### src/rtl/sdram_image_loader.sv
// Parses a framed little-endian byte stream into 16-bit SDRAM backdoor writes
// and holds the SoC in reset until the zero-length end frame arrives.
module sdram_image_loader #(
    parameter int COL_WIDTH  = 9,
    parameter int BANK_WIDTH = 2,
    parameter int ROW_WIDTH  = 13
) (
    input  logic        io_axiClk,
    input  logic        io_reset,
    input  logic        io_input_valid,
    output logic        io_input_ready,
    input  logic [7:0]  io_input_payload,
    output logic        loader_valid,
    output logic [15:0] loader_data,
    output logic [BANK_WIDTH-1:0] loader_bank,
    output logic [31:0] loader_address,
    output logic        io_socReset,
    output logic        io_done,
    output logic [31:0] io_loadedWords
);

    localparam int WA_W = COL_WIDTH + BANK_WIDTH + ROW_WIDTH;
    localparam int RC_W = ROW_WIDTH + COL_WIDTH;

    typedef enum logic [1:0] {HDR_ADDR, HDR_LEN, DATA, DONE} state_t;

    state_t          state;
    logic [1:0]      hdr_cnt;
    logic [23:0]     hdr_sr;
    logic [WA_W-1:0] waddr;
    logic [31:0]     remaining;
    logic            odd_phase;
    logic [7:0]      low_byte;

    logic            accept;
    logic [31:0]     hdr_word;
    logic            emit;
    logic [15:0]     emit_data;
    logic [RC_W-1:0] row_col;

    assign io_input_ready = (state != DONE) && !io_reset;
    assign accept         = io_input_valid && io_input_ready;
    // Header bytes arrive LSB first; the shift register holds the first three.
    assign hdr_word       = {io_input_payload, hdr_sr};
    assign row_col        = {waddr[WA_W-1:COL_WIDTH+BANK_WIDTH], waddr[COL_WIDTH-1:0]};

    always_comb begin
        emit      = 1'b0;
        emit_data = {io_input_payload, low_byte};
        if (state == DATA && accept) begin
            if (odd_phase) begin
                emit = 1'b1;
            end else if (remaining == 32'd1) begin
                emit      = 1'b1;
                emit_data = {8'h00, io_input_payload};
            end
        end
    end

    always_ff @(posedge io_axiClk) begin
        if (io_reset) begin
            state          <= HDR_ADDR;
            hdr_cnt        <= '0;
            hdr_sr         <= '0;
            waddr          <= '0;
            remaining      <= '0;
            odd_phase      <= 1'b0;
            low_byte       <= '0;
            loader_valid   <= 1'b0;
            loader_data    <= '0;
            loader_bank    <= '0;
            loader_address <= '0;
            io_socReset    <= 1'b1;
            io_done        <= 1'b0;
            io_loadedWords <= '0;
        end else begin
            loader_valid <= 1'b0;
            if (emit) begin
                loader_valid   <= 1'b1;
                loader_data    <= emit_data;
                loader_bank    <= waddr[COL_WIDTH+BANK_WIDTH-1:COL_WIDTH];
                loader_address <= {{(32-RC_W){1'b0}}, row_col};
                waddr          <= waddr + WA_W'(1);
                io_loadedWords <= io_loadedWords + 32'd1;
            end
            if (accept) begin
                case (state)
                    HDR_ADDR, HDR_LEN: begin
                        hdr_sr  <= hdr_word[31:8];
                        hdr_cnt <= hdr_cnt + 2'd1;
                        if (hdr_cnt == 2'd3) begin
                            if (state == HDR_ADDR) begin
                                waddr <= hdr_word[WA_W:1];
                                state <= HDR_LEN;
                            end else if (hdr_word == 32'd0) begin
                                state       <= DONE;
                                io_done     <= 1'b1;
                                io_socReset <= 1'b0;
                            end else begin
                                remaining <= hdr_word;
                                odd_phase <= 1'b0;
                                state     <= DATA;
                            end
                        end
                    end
                    DATA: begin
                        remaining <= remaining - 32'd1;
                        odd_phase <= !odd_phase;
                        if (!odd_phase) begin
                            low_byte <= io_input_payload;
                        end
                        if (remaining == 32'd1) begin
                            state   <= HDR_ADDR;
                            hdr_cnt <= '0;
                        end
                    end
                    default: ;
                endcase
            end
        end
    end

endmodule
### config.mk
export PLATFORM = sky130hd
export DESIGN_NAME = sdram_image_loader
export DESIGN_NICKNAME = d
export VERILOG_FILES = /design/src/rtl/sdram_image_loader.sv
export SDC_FILE = /design/constraint.sdc
export NUM_CORES = 1
export LEC_CHECK = 0
export ABC_AREA = 1
export BUFFER_PORTS_ARGS = -buffer_cell sky130_fd_sc_hd__buf_2
export CAP_MARGIN = 10
export CORE_ASPECT_RATIO = 0.8
export CORE_MARGIN = 5
export CORE_UTILIZATION = 25
export CTS_CLUSTER_SIZE = 16
export DETAILED_ROUTE_END_ITERATION = 8
export PLACE_DENSITY = 0.43
export REMOVE_ABC_BUFFERS = 1
export SYNTH_ARGS = -nofsm -noshare
export SYNTH_HDL_FRONTEND = slang
export SYNTH_SLANG_ARGS = --single-unit
### constraint.sdc
create_clock -name io_axiClk -period 2.6 [get_ports io_axiClk]
set_clock_uncertainty 0.1 [all_clocks]
set_input_delay 0.39 -clock io_axiClk [delete_from_list [all_inputs] [get_ports io_axiClk]]
set_output_delay 0.39 -clock io_axiClk [all_outputs]
set_load 0.02 [all_outputs]
== After elaboration in Yosys (flattened, before gate mapping) ==
Index checks and enable logic that the tools add are counted.

* Add/subtract/negate cells: 4
* Equality and inequality tests: 9
* Mux-type cells: 26
* Bitwise logic cells: 2
* Reductions and logical operators: 15

{| class="wikitable"
|+ Operators with widths
! cell !! count
|-
| $mux W24 || 5
|-
| $mux W32 || 3
|-
| $pmux W32 S2 || 1
|-
| $mux W16 || 3
|-
| $add A32 B1 Y32 const B || 1
|-
| $eq A32 B1 Y1 const B || 1
|-
| $logic_not A32 Y1 || 1
|-
| $sub A32 B1 Y32 const B || 1
|-
| $add A24 B1 Y24 const B || 1
|-
| $reduce_and A5 Y1 || 2
|-
| $mux W1 || 8
|-
| $ne A2 B2 Y1 const B || 4
|-
| $pmux W2 S2 || 2
|-
| $mux W2 || 3
|-
| $reduce_and A3 Y1 || 2
|-
| $eq A2 B2 Y1 const B || 2
|-
| $reduce_and A4 Y1 || 1
|-
| $logic_and A1 B1 Y1 || 3
|-
| $add A2 B1 Y2 const B || 1
|-
| $eq A2 B1 Y1 const B || 1
|-
| $logic_not A1 Y1 || 2
|-
| $logic_not A2 Y1 || 1
|-
| $ne A2 B1 Y1 const B || 1
|-
| $not A1 Y1 || 2
|-
| other kinds (4) || 4
|}

* Bits in registers: 168
* Bits of input ports: 11
* Output and inout bits: 86
* Word-level logic and storage cells: 70

== Depth between registers and ports, before layout ==
Gate-level depths: netlist of the first run.

* Depth after elaboration: 10
* Mapped depth: 15
* Gate-level depth less buffers: 14

== Worst setup path after synthesis of the first run ==
OpenSTA, ideal clock, no wires.

* Kind: input -> register
* Start: input io_reset
* End: register waddr[23]
* Library setup time: 0.109 ns
* Arrival time: 1.688 ns
* Data required time: 2.391 ns
* Setup slack: 0.703 ns
* Stages: 10
* Path buffers: 2
* Cell sequence: clkbuf_1 nor2_4 nand2_4 inv_1 nand3_2 inv_2 clkbuf_1 a21oi_1 nand2_1 inv_1

* Longest elaborated chain between the ends: 10

{| class="wikitable"
|+ Ends and longest elaborated chain
! what !! RTL line !! source
|-
| start: declaration || 9 || <nowiki>input logic io_reset,</nowiki>
|-
| $logic_not A1 Y1 * || 41 || <nowiki>assign io_input_ready = (state != DONE) && !io_reset;</nowiki>
|-
| $logic_and A1 B1 Y1 * || 41 ||
|-
| named net io_input_ready || 11 || <nowiki>output logic io_input_ready,</nowiki>
|-
| $logic_and A1 B1 Y1 * || 42 || <nowiki>assign accept = io_input_valid && io_input_ready;</nowiki>
|-
| $logic_and A1 B1 Y1 || 50 || <nowiki>if (state == DATA && accept) begin</nowiki>
|-
| $mux W1 || 50 ||
|-
| $mux W24 || 78 || <nowiki>if (emit) begin</nowiki>
|-
| $mux W24 || 92 || <nowiki>if (state == HDR_ADDR) begin</nowiki>
|-
| $mux W24 || 91 || <nowiki>if (hdr_cnt == 2'd3) begin</nowiki>
|-
| $mux W24 || 87 || <nowiki>case (state)</nowiki>
|-
| $mux W24 * || 86 || <nowiki>if (accept) begin</nowiki>
|-
| end signal: assignment || 83 || <nowiki>waddr <= waddr + WA_W'(1);</nowiki>
|-
| end signal: assignment || 93 || <nowiki>waddr <= hdr_word[WA_W:1];</nowiki>
|-
| end: declaration || 30 || <nowiki>logic [WA_W-1:0] waddr;</nowiki>
|}

The timed path passes the listed nets; every way through them passes the cells marked *.
A chain may end at the register's enable or synchronous reset.

== Final worst setup path of the first run ==
* Start: register remaining[0]
* End: register remaining[18]

* Longest elaborated chain between the ends: 2

{| class="wikitable"
|+ Ends and longest elaborated chain
! what !! RTL line !! source
|-
| start: declaration || 31 || <nowiki>logic [31:0] remaining;</nowiki>
|-
| start signal: assignment || 100 || <nowiki>remaining <= hdr_word;</nowiki>
|-
| start signal: assignment || 107 || <nowiki>remaining <= remaining - 32'd1;</nowiki>
|-
| $sub A32 B1 Y32 || 107 ||
|-
| $pmux W32 S2 || 87 ||
|}

Every way passes these cells.

==> flow_results.org, run 1 <==
** Timing
- Total count of max-transition violations in the final report :: 0
- Of the available clock period, the critical path in the final layout requires 87.0%.
- Max Fclk :: 442 MHz
- Once routing completed, OpenROAD measured the worst setup slack at 0.339 ns.
- Slew at the pin with the worst max-slew slack :: 0.576 ns
- The final count of hold timing violations came to 0.
- Remaining max-slew budget at the tightest pin :: 61.6%
- Minimum clock period after layout :: 2.26 ns
- Worst Hold Margin :: 0.149 ns
- Total setup violations reported at the end of the flow :: 0
- Setup repair after global routing missed its margin :: no

** Synthesis
- After Yosys synthesis, full adders, half adders and majority gates account for 0.685% of the synthesized area.
- Sequential cell area fraction in the yosys report :: 36.8%
- Number of warnings reported in the yosys synthesis log :: 0
- Post-synth cell types :: 37
- Fraction of the mapped netlist area in compound gates :: 16.6%
- Averaged over all synthesized cells, the footprint is 6.41 um^2.
- The synthesized netlist occupies a cell area of 0.00913 mm^2.
- Flop and latch count out of synthesis :: 168
- Of the total synthesized cell area, the portion taken by AND, OR, NAND and NOR gates is 32.2%.
- After technology mapping, the gate count stands at 1425.
- Multiplexer cells account for 0% of the synthesized area.
- Largest family of logic cells by synthesized area :: simple AND/OR/NAND/NOR gates
- After Yosys synthesis, XOR and XNOR cells account for 3.74% of the synthesized area.

** Cells and area
- Fin area :: 0.0106 mm^2
- In the final layout, the share of cells above drive strength 1 is 10.7%.
- In the final design database the tool counted 1503 nets.
- After filler insertion, the fill cell instance count of the layout stands at 4008.
- The repair_antennas step left the layout with diodes totalling 0.
- Syn-to-layout area delta :: 16.6%
- The finished layout holds 1980 standard cells, fillers aside.

** Clocking
- TritonCTS built the clock tree.
- After clock tree synthesis, the repair step resized 0 gates.
- Clock latency on the worst-skew pair :: 0.45 ns
- For this design, the sink count on the clock tree is 168.
- The cell sitting at the root of the clock tree is a sky130_fd_sc_hd__clkbuf_16.
- Worst-path clk slew :: 0.08 ns
- Post-CTS Hold Fix Bufs :: 0
- Counting the buffers created by CTS gives 17.
- The H-tree generated during clock tree synthesis spans 4 levels.
- In this run the post-CTS setup repair buffer count came out at 0.
- The longest clock path from root to sink contains 2 buffers.

** Global route
- Maximum number of pins on one net before global-route repair :: 99
- The via count of the first global-routing pass came to 8464.
- The first global-routing pass estimated 47.8 mm of wire.
- The number of antenna violations at the first check in global routing is 1.
- Total global routing overflow :: 0
- Overall track demand over capacity in global routing :: 14.5%

** Power and ir drop
- Combinational share of power :: 4.2%
- Reported leakage power :: 0.00466 uW
- The internal power of the cells totals 4210 uW.
- Maximum ir drop on the vdd rail :: 0.000320 V
- Reported net switching power :: 1440 uW
- Pwr Total :: 5650 uW
- Pwr per Cell Area :: 531 mW/mm^2
- Sequential cells account for 46.4% of the total power.
- Of the total power, the clock network draws 49.4%.
- Net switching fraction of the power :: 25.4%

** Placed design
- At the end of routability-driven placement, the weighted congestion stood at 0.830.
- Placed standard-cell area :: 0.0100 mm^2
- Instance count after placement with tap cells included :: 1948
- After legalization and detailed placement, the total HPWL measured 21.0 mm.
- Number of buffers added on ports :: 86
- Timing analysis after detailed placement gives a worst setup slack of 0.401 ns.

** Setup path
- In this run the worst path has a maximum fanout of 6.
- Worst Path Arrival :: 2.50 ns
- Crit start category :: register
- Crit-path slowest cell :: sky130_fd_sc_hd__nor3_1
- WP data required :: 2.84 ns
- Start-to-end type of the worst setup path :: reg2reg
- In this design, the stage delay of the slowest critical-path cell is 0.35 ns.
- Worst Setup End Kind :: register
- Among the stages of the critical path, the cell type that occurs most often is sky130_fd_sc_hd__nand2_1.
- Cells traversed along the worst timing path :: inv_1 -> ha_1 -> nand2_1 -> nor2_2 -> nand2_1 -> nor3_1 -> nand3_1 -> o21ai_0 -> nand2_1 -> nand2_1 -> nor2_1

** Detailed routing
- In the routed layout, each cell is associated on average with a via count of 4.55.
- Post-route DRC violation count :: 0
- For this block, the routed nets add up to 29.5 mm of wire.
- After detailed routing, the average wire length per cell comes to 14.9 um.
- The detailed router finished its first iteration with 640 violations.
- Router iterations before antenna repair :: 5
- The count of nets left with antenna violations once routing finished came out at 0.
- Summing over every cut layer, the via total after detailed routing is 9003.

** Floorplan
- Boundary Pins :: 97
- From left edge to right edge, the die measures 224 um.
- The floorplan step set the die height to 181 um.
- The floorplan step defined a die boundary enclosing 0.0405 mm^2.
- Number of placement rows :: 62
- The core region is 0.0360 mm^2.
- Starting utilization of the core area :: 25.4%

** Job
- The tool flagged a number of max-cap violations equal to 0.

** Worst hold path
- The worst hold path belongs to the class in2reg.

** Outcome
- Run status :: finished, final reports clean
[flip-flops by register name, indices dropped and copies added (netlist names), 2 cells and up]
name and count:
hdr_cnt 2, hdr_sr 24, io_loadedWords 32, loader_address 22
loader_bank 2, loader_data 16, low_byte 8, remaining 32
state 2, waddr 24
[metrics by stage]
| step | utilization (%) | setup TNS, ns |
|---|---|---|
| after floorplan | - | -37.10 |
| after global placement | 27.8 | 0 |
| after detailed placement | 27.8 | 0 |
| after CTS | 29.6 | 0 |
| after global routing | 29.6 | 0 |
| final | 29.6 | 0 |
[worst max-delay path, delay by kind of cell (launching register included)]
| kind | cells | cell delay (ns) |
|---|---|---|
| buffers and inverters | 1 | 0.13 |
| DFF | 1 | 0.31 |
| adders and majority gates | 1 | 0.23 |
| and+or+nand+nor | 8 | 1.30 |
| AOI/OAI and AO/OA | 1 | 0.09 |
[area by class of cell]
type | instances | area, um^2 | area share [%]
Inverter | 145 | 547 | 5.14
Tap cell | 480 | 601 | 5.64
Timing Repair Buffer | 102 | 601 | 5.64
Multi-Input combinational cell | 1053 | 4900 | 46.1
Sequential cell | 168 | 3360 | 31.6
Clock buffer | 17 | 425 | 4.00
Clock inverter | 15 | 204 | 1.92
[power by group through the flow]
stage | clock network (uW) | registers (uW) | logic [uW]
after floorplan | 0 | 2670 | 129
after global placement | 0 | 2680 | 240
after detailed placement | 0 | 2680 | 239
after CTS | 2870 | 2620 | 241
after global routing | 2980 | 2620 | 265
final | 2790 | 2620 | 237
[path summary, 6_finish.rpt]
kind,start,end,slack [ns],cells after the start
max reg2reg,remaining[0]$_SDFFE_PP0P_,remaining[18]$_SDFFE_PP0P_,0.34,11
max,remaining[0]$_SDFFE_PP0P_,remaining[18]$_SDFFE_PP0P_,0.34,11
min,io_input_payload[6],loader_data[6]$_SDFFE_PP0P_,0.15,3
min reg2reg,io_socReset$_SDFFE_PP1P_,io_socReset$_SDFFE_PP1P_,0.35,2
[synth_stat cells]
master	n	area [um^2]
sky130_fd_sc_hd__a21boi_0	6	45.0
sky130_fd_sc_hd__a21oi_1	145	726
sky130_fd_sc_hd__a31oi_1	4	25.0
sky130_fd_sc_hd__buf_1	4	15.0
sky130_fd_sc_hd__buf_2	12	60.1
sky130_fd_sc_hd__buf_4	19	143
sky130_fd_sc_hd__buf_6	2	22.5
sky130_fd_sc_hd__clkbuf_1	31	116
sky130_fd_sc_hd__conb_1	1	3.75
sky130_fd_sc_hd__dfxtp_1	168	3360
sky130_fd_sc_hd__ha_1	5	62.6
sky130_fd_sc_hd__inv_1	137	514
sky130_fd_sc_hd__inv_2	7	26.3
sky130_fd_sc_hd__inv_4	1	6.26
sky130_fd_sc_hd__nand2_1	358	1340
sky130_fd_sc_hd__nand2_2	1	6.26
sky130_fd_sc_hd__nand2_4	2	22.5
sky130_fd_sc_hd__nand3_1	72	360
sky130_fd_sc_hd__nand3_2	1	10.0
sky130_fd_sc_hd__nand3_4	1	17.5
sky130_fd_sc_hd__nand3b_1	2	15.0
sky130_fd_sc_hd__nand4_1	17	106
sky130_fd_sc_hd__nor2_1	215	807
sky130_fd_sc_hd__nor2_2	6	37.5
sky130_fd_sc_hd__nor2_4	1	11.3
sky130_fd_sc_hd__nor2_8	3	60.1
sky130_fd_sc_hd__nor3_1	26	130
sky130_fd_sc_hd__nor3_2	1	10.0
sky130_fd_sc_hd__o211ai_1	4	30.0
sky130_fd_sc_hd__o21ai_0	109	546
sky130_fd_sc_hd__o21ai_1	16	80.1
sky130_fd_sc_hd__o21ai_2	1	8.76
sky130_fd_sc_hd__o21bai_1	1	7.51
sky130_fd_sc_hd__o31ai_1	6	45.0
sky130_fd_sc_hd__or2_2	1	6.26
sky130_fd_sc_hd__xnor2_1	10	87.6
sky130_fd_sc_hd__xor2_1	29	254
[cell families (layout without fill, tap and decap cells)]
logic type / after synthesis / after routing
adders and majority gates: 5 / 5
xor gates and xnor gates: 39 / 39
buffers and inverters: 213 / 279
DFF: 168 / 168
and+or+nand+nor: 707 / 707
AOI/OAI and AO/OA: 292 / 292
other: 1 / 10
[placed cells by master, fill, tap and decap left out, types with 5 or more instances in the layout]
cell type,count
sky130_fd_sc_hd__inv_6,8
sky130_fd_sc_hd__clkbuf_16,17
sky130_fd_sc_hd__inv_1,136
sky130_fd_sc_hd__xor2_1,29
sky130_fd_sc_hd__buf_4,12
sky130_fd_sc_hd__ha_1,5
sky130_fd_sc_hd__xnor2_1,10
sky130_fd_sc_hd__nor2_2,6
sky130_fd_sc_hd__a21boi_0,6
sky130_fd_sc_hd__nor3_1,26
sky130_fd_sc_hd__nand2_1,358
sky130_fd_sc_hd__o21ai_1,16
sky130_fd_sc_hd__buf_2,86
sky130_fd_sc_hd__o21ai_0,109
sky130_fd_sc_hd__nor2_1,215
sky130_fd_sc_hd__inv_2,8
sky130_fd_sc_hd__dfxtp_1,168
sky130_fd_sc_hd__nand4_1,17
sky130_fd_sc_hd__nand3_1,72
sky130_fd_sc_hd__o31ai_1,6
sky130_fd_sc_hd__conb_1,10
sky130_fd_sc_hd__a21oi_1,145
[metal layers]
metal	vias to the layer above	GRT usage, %	wire [um]
li1	4686	-	-
met1	4124	21.9	15500
met2	183	21.6	12500
met3	10	2.95	1300
met4	0	2.50	171
met5	-	0	0
No activity file was read; power rests on OpenSTA's default activity.
==> run 2, diff against run 1 <==
--- a/config.mk
+++ b/config.mk
@@ -10,10 +10,10 @@
 export CAP_MARGIN = 10
 export CORE_ASPECT_RATIO = 0.8
 export CORE_MARGIN = 5
-export CORE_UTILIZATION = 25
+export CORE_UTILIZATION = 59
 export CTS_CLUSTER_SIZE = 16
 export DETAILED_ROUTE_END_ITERATION = 8
-export PLACE_DENSITY = 0.43
+export PLACE_DENSITY = 0.82
 export REMOVE_ABC_BUFFERS = 1
 export SYNTH_ARGS = -nofsm -noshare
 export SYNTH_HDL_FRONTEND = slang
==> flow_results.org, run 2 (same netlist as run 1, synthesis figures left out) <==
** Global route
- The first global-routing pass estimated 41.4 mm of wire.
- Initial antenna violation count :: 0
- For this run, the total global-route usage over all layers was measured as 28.2%.
- Summed over all layers, the global routing overflow is 0.
- Entering global routing, the biggest net connects 101 pins.
- The via count of the first global-routing pass is 8306.

** Setup path
- Reg2Reg Setup Slack :: 0.26 ns
- Counting cells, the worst reg-to-reg path comes to 12.
- Largest driver fanout on the critical path :: 58
- Tracing the worst setup path back leads to its startpoint at remaining[1]$_SDFFE_PP0P_.
- WP data required :: 2.79 ns
- Worst Path Arrival :: 2.53 ns
- The worst setup path is launched from a register.
- The endpoint identified for the worst register-to-register timing path is io_loadedWords[6]$_SDFFE_PP0P_.
- Start-to-end type of the worst setup path :: reg2reg
- The worst register-to-register path begins at remaining[1]$_SDFFE_PP0P_.
- STA classifies the critical path endpoint as a register.

** Floorplan
- For this configuration, the core starts out at a cell density of 60.4%.
- The floorplan step set the die width to 149 um.
- Number of placement rows :: 40
- Boundary Pins :: 97
- Total Die Area :: 0.0181 mm^2
- Core Box Area :: 0.0151 mm^2
- The die is 121 um tall.

** Cells and area
- The library cell used most frequently in the layout, excluding fill and tap cells, is sky130_fd_sc_hd__nand2_1.
- 0 antenna diodes ended up in the layout.
- Final nets :: 1501
- Filler cells :: 1359
- Biggest regs :: io_loadedWords: 32 flops, remaining: 32 flops
- In the layout the commonest cells are sky130_fd_sc_hd__nand2_1, sky130_fd_sc_hd__nor2_1, sky130_fd_sc_hd__dfxtp_1, sky130_fd_sc_hd__a21oi_1, sky130_fd_sc_hd__inv_1.
- From synthesis to final layout, the design area changed by 12.0%.
- Share of layout cells above drive strength 1 :: 10.6%

** Timing
- Measured against its own limit, the worst slew margin works out to 48.0%.
- Max Fclk :: 427 MHz
- Minimum clock period after layout :: 2.34 ns
- Slew at the pin with the worst max-slew slack :: 0.780 ns
- The max-slew violation count came to 0.
- Total negative slack :: 0 ns
- Total setup violations reported at the end of the flow :: 0
- Setup repair after global routing missed its margin :: no
- The final count of hold timing violations is 0.
- The final critical path takes up 90.1% of the cycle.

** Clocking
- Htree depth :: 4
- The clock passes through at most 2 buffers.
- Clock latency on the worst-skew pair :: 0.44 ns
- Worst-path clk slew :: 0.07 ns
- Gates resized during post-CTS repair numbered 0.
- Total CTS buffers :: 17
- In this run the clock root is driven by a sky130_fd_sc_hd__clkbuf_16.
- TritonCTS built the clock tree.
- For this design, the CTS-stage hold fixing added 0 buffers.
- Once the clock tree was built, the setup fixing pass inserted 0 buffers.
- Clk sinks :: 168

** Placed design
- Gp weighted congestion :: 0.946
- Number of buffers added on ports :: 86
- Summed over all nets, the half-perimeter wirelength after detailed placement is 17.4 mm.

** Detailed routing
- After detailed routing, the average wire length per cell comes to 14.7 um.
- After detailed routing, the number of vias per cell comes to 5.48.
- Routed wire length :: 25.1 mm
- DRC marker count from the first detailed-route iteration :: 1002
- Via count of the routed design :: 9361
- DRT antenna net count :: 0
- Post-route DRC violation count :: 0
- Router iterations before antenna repair :: 6

** Worst hold path
- Start point of the worst hold path :: io_input_payload[7]
- The min-delay analysis places its worst path in the category in2reg.
- WHS Endpoint :: loader_data[7]$_SDFFE_PP0P_
- The worst hold path passes through 3 cells.

** Outcome
- The run finished with clean final reports.

** Power and ir drop
- Power comes to 5420 uW.
- Pwr per Cell Area :: 530 mW/mm^2
- Reported leakage power :: 0.00460 uW
- Across the VDD grid, the largest voltage drop is 0.000450 V.

** Job
- Maximum Capacitance Violations :: 0
-- run 2: worst max path at each step --
| stage | slack, ns | cells past startpoint | endpoint |
|---|---|---|---|
| after floorplan | -0.51 | 9 | io_loadedWords[16]$_SDFFE_PP0P_ |
| after global placement | 0.36 | 11 | remaining[4]$_SDFFE_PP0P_ |
| after detailed placement | 0.33 | 11 | remaining[4]$_SDFFE_PP0P_ |
| after CTS | 0.29 | 12 | io_loadedWords[6]$_SDFFE_PP0P_ |
| after global routing | 0.03 | 13 | loader_address[1]$_SDFFE_PP0P_ |
| final | 0.26 | 12 | io_loadedWords[6]$_SDFFE_PP0P_ |
-- run 2: cell type report --
cell class / count / area [um^2] / area share [%]
Multi-Input combinational cell: 1053 / 4900 / 47.9
Tap cell: 210 / 263 / 2.57
Clock buffer: 18 / 439 / 4.29
Sequential cell: 168 / 3360 / 32.9
Clock inverter: 14 / 155 / 1.52
Timing Repair Buffer: 100 / 561 / 5.48
Inverter: 145 / 547 / 5.35
-- run 2: power breakdown --
| part | switching (uW) | internal [uW] | leakage (uW) |
|---|---|---|---|
| Clock | 1180 | 1390 | 0.000283 |
| Sequential | 24.5 | 2600 | 0.00136 |
| Combinational | 171 | 60.0 | 0.00296 |
-- run 2: routing by layer --
layer,up-vias,part of all wire (%),track usage [%]
li1,4671,-,-
met2,415,43,42.2
met5,-,0,0
met4,0,1.6,7.49
met3,42,9.5,6.20
met1,4233,45,41.1
-- run 2: metrics by stage --
stage                     worst slack, ns  util, %  instance area (um^2)  cells  hold WS [ns]
final                               0.259     67.7                 10200   1708         0.159
after global routing               0.0286     67.7                 10200   1708         0.164
after CTS                           0.293     67.7                 10200   1708         0.152
after detailed placement            0.331     63.7                  9630   1676         0.334
after global placement              0.358     63.7                  9630   1676         0.327
after floorplan                    -0.514        -                  8810   1366         0.338
-- run 2: worst max-delay path: stages, from the launching register on --
cell,delay [ns]
sky130_fd_sc_hd__dfxtp_1,0.30
sky130_fd_sc_hd__inv_1,0.11
sky130_fd_sc_hd__ha_1,0.18
sky130_fd_sc_hd__inv_1,0.05
sky130_fd_sc_hd__nor2_1,0.07
sky130_fd_sc_hd__nand2_1,0.05
sky130_fd_sc_hd__nor2_1,0.15
sky130_fd_sc_hd__nand2_1,0.16
sky130_fd_sc_hd__o21ai_2,0.23
sky130_fd_sc_hd__nand2_2,0.11
sky130_fd_sc_hd__buf_4,0.33
sky130_fd_sc_hd__nor3_1,0.27
sky130_fd_sc_hd__nor3_2,0.07
